==> src/rtl/ahb_sram_slave_pkg.sv <==
// Shared definitions for the coefficient-bank AHB-lite SRAM slaves:
// FSM state encoding, AHB transfer constants and wait-state limits.
package ahb_sram_slave_pkg;

    typedef enum logic [2:0] {
        ST_IDLE     = 3'd0,
        ST_WR       = 3'd1,
        ST_RD_ISSUE = 3'd2,
        ST_RD_WAIT  = 3'd3,
        ST_RD_DATA  = 3'd4,
        ST_ERR1     = 3'd5,
        ST_ERR2     = 3'd6
    } state_e;

    // Only full 128-bit beats are legal on this port.
    localparam logic [3:0] HSIZE_128 = 4'b0100;

    localparam logic [1:0] HTRANS_IDLE   = 2'b00;
    localparam logic [1:0] HTRANS_BUSY   = 2'b01;
    localparam logic [1:0] HTRANS_NONSEQ = 2'b10;
    localparam logic [1:0] HTRANS_SEQ    = 2'b11;

    // Extra read wait states are held in a 3-bit down-counter.
    localparam int WAIT_STATES_MAX = 7;
    localparam int WCNT_W          = 3;

endpackage

==> src/rtl/ahb_slv_decode.sv <==
// Address-phase decode shared by the bank slaves: checks that a transfer is
// a 16-byte aligned, 128-bit beat inside the bank and extracts the word index.
module ahb_slv_decode
    import ahb_sram_slave_pkg::*;
#(
    parameter int AWIDTH = 13
) (
    input  logic [31:0]       haddr_i,
    input  logic [3:0]        hsize_i,
    output logic              legal_o,
    output logic [AWIDTH-1:0] idx_o
);

    // Legality and word index are pure functions of the address phase.
    always_comb begin
        idx_o   = haddr_i[AWIDTH+3:4];
        legal_o = (haddr_i[3:0] == 4'h0) &&
                  (hsize_i == HSIZE_128) &&
                  (haddr_i[31:AWIDTH+4] == '0);
    end

endmodule

==> src/rtl/ahb_sram_slave.sv <==
// AHB-lite slave mapping 128-bit beats onto one single-port synchronous SRAM.
// The SRAM is touched only in data phases, so a write followed directly by a
// read never competes for the macro. Reads take 1 + WAIT_STATES wait cycles.
// Build option: define AHB_SRAM_ERR_EN to answer illegal transfers with a
// two-cycle ERROR response; otherwise they complete OKAY with no SRAM access
// (writes dropped, reads return zero).
//
// Handshake: a transfer is accepted when hsel & htrans[1] & hready are all
// high at a rising edge while this slave is able to start a new data phase;
// the data phase completes on the first edge where hreadyout is high.
module ahb_sram_slave
    import ahb_sram_slave_pkg::*;
#(
    parameter int DWIDTH      = 128,
    parameter int AWIDTH      = 13,
    parameter int WAIT_STATES = 0
) (
    input  logic              hclk,
    input  logic              hreset,
    input  logic              hsel,
    input  logic [31:0]       haddr,
    input  logic [1:0]        htrans,
    input  logic              hwrite,
    input  logic [3:0]        hsize,
    input  logic [2:0]        hburst,
    input  logic [DWIDTH-1:0] hwdata,
    input  logic              hready,
    output logic [DWIDTH-1:0] hrdata,
    output logic              hreadyout,
    output logic              hresp,
    output logic              mem_ce,
    output logic              mem_we,
    output logic [AWIDTH-1:0] mem_addr,
    output logic [DWIDTH-1:0] mem_wdata,
    input  logic [DWIDTH-1:0] mem_rdata,
    output logic [2:0]        dbg_state_o
);

    // Counter reload for RD_WAIT; WAIT_STATES above the maximum is clamped.
    localparam int WS_EFF  = (WAIT_STATES > WAIT_STATES_MAX) ? WAIT_STATES_MAX : WAIT_STATES;
    localparam int WS_LD_I = (WS_EFF > 0) ? (WS_EFF - 1) : 0;
    localparam logic [WCNT_W-1:0] WS_LOAD = WCNT_W'(WS_LD_I);

    state_e              state_q, state_d;
    logic [WCNT_W-1:0]   cnt_q, cnt_d;
    logic [AWIDTH-1:0]   idx_q;
    logic [DWIDTH-1:0]   cap_q;
    logic [DWIDTH-1:0]   hold_q;
    logic                fresh_q;

    logic                dec_legal;
    logic [AWIDTH-1:0]   dec_idx;
    logic                can_accept;
    logic                accept;
    state_e              acc_next;
    logic [DWIDTH-1:0]   rd_word;

    // hburst and htrans[0] carry no meaning for single-beat handling.
    logic unused_bus;
    assign unused_bus = ^{hburst, htrans[0]};

    ahb_slv_decode #(.AWIDTH(AWIDTH)) u_decode (
        .haddr_i (haddr),
        .hsize_i (hsize),
        .legal_o (dec_legal),
        .idx_o   (dec_idx)
    );

    assign dbg_state_o = state_q;
    assign rd_word     = (WAIT_STATES == 0) ? mem_rdata : cap_q;

    // States with hreadyout high may start a new data phase.
    assign can_accept = (state_q == ST_IDLE) || (state_q == ST_WR) ||
                        (state_q == ST_RD_DATA) || (state_q == ST_ERR2);
    assign accept     = hsel && htrans[1] && hready && can_accept;

    // State and wait counter register.
    always_ff @(posedge hclk) begin
        if (hreset) begin
            state_q <= ST_IDLE;
            cnt_q   <= '0;
        end else begin
            state_q <= state_d;
            cnt_q   <= cnt_d;
        end
    end

    // Next state: data-phase sequencing plus the next accepted transfer.
    always_comb begin
        if (!accept) begin
            acc_next = ST_IDLE;
        end else if (!dec_legal) begin
`ifdef AHB_SRAM_ERR_EN
            acc_next = ST_ERR1;
`else
            acc_next = ST_IDLE;
`endif
        end else if (hwrite) begin
            acc_next = ST_WR;
        end else begin
            acc_next = ST_RD_ISSUE;
        end

        state_d = state_q;
        cnt_d   = cnt_q;
        case (state_q)
            ST_IDLE, ST_WR, ST_RD_DATA: state_d = acc_next;
            ST_RD_ISSUE: begin
                if (WS_EFF > 0) begin
                    state_d = ST_RD_WAIT;
                    cnt_d   = WS_LOAD;
                end else begin
                    state_d = ST_RD_DATA;
                end
            end
            ST_RD_WAIT: begin
                if (cnt_q == '0) begin
                    state_d = ST_RD_DATA;
                end else begin
                    cnt_d = cnt_q - 3'd1;
                end
            end
`ifdef AHB_SRAM_ERR_EN
            ST_ERR1: state_d = ST_ERR2;
            ST_ERR2: state_d = acc_next;
`endif
            default: state_d = ST_IDLE;
        endcase
    end

    // Outputs: SRAM strobes and bus response per state; quiet while in reset.
    always_comb begin
        hreadyout = 1'b1;
        hresp     = 1'b0;
        mem_ce    = 1'b0;
        mem_we    = 1'b0;
        mem_addr  = '0;
        mem_wdata = '0;
        hrdata    = '0;
        if (!hreset) begin
            hrdata = hold_q;
            case (state_q)
                ST_WR: begin
                    mem_ce    = 1'b1;
                    mem_we    = 1'b1;
                    mem_addr  = idx_q;
                    mem_wdata = hwdata;
                end
                ST_RD_ISSUE: begin
                    hreadyout = 1'b0;
                    mem_ce    = 1'b1;
                    mem_addr  = idx_q;
                end
                ST_RD_WAIT: hreadyout = 1'b0;
                ST_RD_DATA: hrdata = rd_word;
`ifdef AHB_SRAM_ERR_EN
                ST_ERR1: begin
                    hresp     = 1'b1;
                    hreadyout = 1'b0;
                end
                ST_ERR2: hresp = 1'b1;
`endif
                default: ;
            endcase
        end
    end

    // Datapath: latch word index, capture SRAM data, hold last read value.
    always_ff @(posedge hclk) begin
        if (hreset) begin
            idx_q   <= '0;
            cap_q   <= '0;
            hold_q  <= '0;
            fresh_q <= 1'b0;
        end else begin
            fresh_q <= (state_q == ST_RD_ISSUE);
            if (fresh_q) begin
                cap_q <= mem_rdata;
            end
            if (accept) begin
                idx_q <= dec_idx;
            end
            if (state_q == ST_RD_DATA) begin
                hold_q <= rd_word;
            end
`ifndef AHB_SRAM_ERR_EN
            // An illegal read returns zero in its (zero-wait) data phase.
            if (accept && !dec_legal && !hwrite) begin
                hold_q <= '0;
            end
`endif
        end
    end

endmodule

==> config.mk <==
export PLATFORM = sky130hd
export DESIGN_NAME = ahb_sram_slave
export DESIGN_NICKNAME = d
export VERILOG_FILES = /design/src/rtl/ahb_sram_slave_pkg.sv /design/src/rtl/ahb_slv_decode.sv /design/src/rtl/ahb_sram_slave.sv
export SDC_FILE = /design/constraint.sdc
export NUM_CORES = 1
export LEC_CHECK = 0
export CAP_MARGIN = 10
export CORE_AREA = 2 2 222 224
export CTS_CLUSTER_SIZE = 30
export DETAILED_ROUTE_END_ITERATION = 8
export DIE_AREA = 0 0 224 226
export PLACE_DENSITY = 0.42
export SYNTH_ARGS = -nofsm -noshare
export SYNTH_HDL_FRONTEND = slang
export SYNTH_SLANG_ARGS = --single-unit
export TNS_END_PERCENT = 5
==> constraint.sdc <==
create_clock -name hclk -period 1.51 [get_ports hclk]
set_input_delay 0.302 -clock hclk [delete_from_list [all_inputs] [get_ports hclk]]
set_output_delay 0.302 -clock hclk [all_outputs]
set_load 0.005 [all_outputs]
==> results of run 1 <==
==> worst reg2reg max path: stages (launching register included) <==
cell       delay [ns]
dfxtp_4          0.37
buf_4            0.11
buf_4            0.12
nand2b_1         0.12
buf_4            0.10
nand3_1          0.12
a2111oi_4        0.34
buf_12           0.23
buf_12           0.22
nor2b_1          0.06
==> cells by family after synthesis <==
logic type,after synthesis,share of synthesized area [%]
multiplexers,13,1.84
AND/OR/NAND/NOR,565,40.7
other,1,0.0530
XOR/XNOR,1,0.124
flip-flops,147,41.6
AO/OA/AOI/OAI,135,10.0
buffers and inverters,82,5.32
adder cells (fa/ha/maj),2,0.354
==> state kept, by name (all words and copies together), names as in the netlist <==
name         count
dbg_state_o      3
idx_q           13
cnt_q            3
hold_q         128
==> repair_timing <==
item / CTS / global route
cloned: 3 / 16
setup buffers: 7 / 34
setup endpoints to repair: 421 / 421
pin swaps: 4 / 60
gates resized for setup: 465 / 672
==> power groups by stage <==
| stage | Combinational [uW] | Sequential (uW) | Clock (uW) |
|---|---|---|---|
| finish | 1080 | 3890 | 4100 |
| global route | 1140 | 3890 | 4420 |
| CTS | 1060 | 3890 | 4270 |
| detailed placement | 1040 | 3980 | 0 |
| global placement | 1040 | 3980 | 0 |
| floorplan | 134 | 3980 | 0 |
==> per-stage QoR <==
step / instance area [sq um] / instances
3_5_place_dp: 14100 / 2138
6_report: 15700 / 2236
4_1_cts: 14800 / 2180
2_1_floorplan: 7210 / 946
5_1_grt: 15700 / 2231
3_3_place_gp: 14100 / 2138
==> metal layers <==
layer	global-route usage, %	up-vias	wire length [um]
met5	0	-	0
li1	-	4301	-
met2	29.0	294	22600
met4	3.63	0	620
met1	21.3	4121	21000
met3	4.71	44	2990
==> path summary, 6_finish.rpt <==
path	to	slack (ns)	cells after the start
max	mem_addr[11]	-0.87	8
min	dbg_state_o[0]$_SDFFE_PP0N_	0.35	4
max reg2reg	hold_q[29]$_SDFF_PP0_	-0.41	9
min reg2reg	idx_q[9]$_SDFFE_PP0N_	0.50	2
==> placed cells by master (no fill, tap or decap), types with 25 or more instances in the layout <==
cell type and count:
clkdlybuf4s50_1 299, nand2_1 204, dfxtp_1 144, nor2b_1 139, buf_2 115, a21oi_2 103, buf_6 73, and2_1 71
buf_4 61, clkbuf_2 58, and2_4 57, dlymetal6s2s_1 39, nand2_2 37, clkbuf_16 31, a21oi_1 25, buf_12 25
==> cell type report <==
class                   count  area, sq um  area share [%]
diodes                      6         15.0          0.0955
clock buffers              18          439            2.79
clock inverters            14          119           0.756
inverters                   5         18.8           0.119
multi-input cells         717         4530            28.8
flip-flops and latches    147         2950            18.8
well taps                 622          778            4.95
repair buffers            707         6870            43.7
==> run_results.csv, run 1 <==
group,metric,value,unit
setup_path,startpoint,"dbg_state_o[1]$_SDFFE_PP0N_",
die,fp.dieW,224,um
die,core_region_area,48300,sq um
power,seq_power_share,42.9,%
setup_path,path_delay_family,"buffers and inverters",
timing,hold_violations,0,
synth,synth_common_cells,"257 x nand2_1, 147 x dfxtp_1, 141 x nor2b_1, 129 x a21oi_1, 128 x and2_1",
setup_path,r2r_start,"dbg_state_o[2]$_SDFFE_PP0N_",
drt,drtPass1Iterations,4,
power,pwr-share-comb,11.9,%
setup_path,crit_type,"flop to output port",
setup_path,arrival,2.07,ns
timing,final_max_slew_viol_count,0,
synth,syn_inst,946,
setup_path,crit_path_end_kind,"output port",
die,rows,81,
synth,syn_nets,1250,
global_route,grt_use_total,17.0,%
power,total_power,9070,uW
die,die_area,50600,sq um
synth,ys_seq_area_share,41.6,%
global_route,grt_pass1_wl,61700,um
global_route,antenna_found_initial,15,
timing,period_share,157,%
synth,synth-edff-count,0,
placement,dpl.hpwl,36500,um
placement,gp_congestion,1.01,
worst_hold_path,holdCritStartpoint,"hreset",
power,switching_power,2230,uW
setup_path,crit_buf_inv,5,
timing,finalSetupTns,-274.54,ns
clock_network,clkTransAtPathRegs,0.07,ns
synth,ys_ff_latch,147,
finish,areaGrowthSynthToFinish,122,%
finish,final_layout_size_suffix_gt1_share,38.8,%
timing,fin_crit,2.38,ns
synth,syn_area_per_cell,7.48,sq um
timing,max_slew.worst_pin.slew,0.894,ns
synth,synth.distinct_cells,32,
timing,worst_clock_skew,0.00850,ns
timing,slew-limit-headroom,39.9,%
drt,viasPerCell,3.92,
setup_path,worst_ep_required_time,1.21,ns
power,intPower,6840,uW
synth,synthesis.area,7070,sq um
finish,fin_nets,1899,
synth,synth_top_area_share,41.6,%
drt,vias,8760,
setup_path,path_common_cell,"buf_4",
die,initial_utilization,14.6,%
setup_path,crit_path_top_delay_cell,"dfxtp_4",
timing,worst_slack,-0.867,ns
power,swShare,24.6,%
drt,ant_nets,0,
setup_path,slowest_delay,0.37,ns
power,pwr-share-clk,45.2,%
finish,n_fill_cell,5203,
synth,ys_top_cells_by_area,"dfxtp_1 42%, nand2_1 14%, nor2b_1 12%",
placement,dpl_worst_slack,-0.968,ns
power,power.density,577,nW/um^2
drt,totalWireLength,47200,um
finish,final_util,32.5,%
clock_network,htree_levels,4,
clock_network,hold_buffers,0,
synth,yosys_warnings,0,
job,max-cap-violations,0,
power,p_leak,0.00720,uW
outcome,failed_checks,"negative setup slack",
synth,async_flop_share,0,%
drt,avgRoutedWirePerCell,21.1,um
setup_path,critPathMaxFanout,7,
placement,io_buffers,572,
global_route,grt-ovfl-total,0,
timing,rsz0062_at_grt,"true",
worst_hold_path,hp-class,"input pin to flop",
clock_network,cts_sinks,147,
synth,synth.largest_area_cell,"dfxtp_1",
timing,setup-violations-final,421,
setup_path,cp-start-kind,"flop",
clock_network,clk_latency,0.44,ns
outcome,status,"finished with violations",
drt,drc,0,
synth,yosysMostFrequentCell,"nand2_1",
timing,whs,0.355,ns
timing,fmax,421,MHz
synth,synth_ff_type,"dfxtp_1",
global_route,grt_pass1_vias,8575,
global_route,grt_max_degree,93,
clock_network,cts_made_buffers,17,
drt,drtIter0Drc,292,
setup_path,crit_chain,"nor4b_4 -> buf_4 -> clkbuf_16 -> nor2_2 -> buf_6 -> buf_4 -> nor2b_1 -> buf_2",
die,die_h,226,um
clock_network,cts_tree,"yes",
power,ir_worst_vdd,0.523,mV
clock_network,cts-root-buf,"clkbuf_16",
die,pin_count,578,
clock_network,cts_max_path_buffers,2,
(Power assumes the default switching activity.)
==> run 2: changes to the inputs <==
SLEW_MARGIN = 10   (was not set)
==> results of run 2 <==
Same layout as run 1: the final DEF is identical, and so are final timing and power.
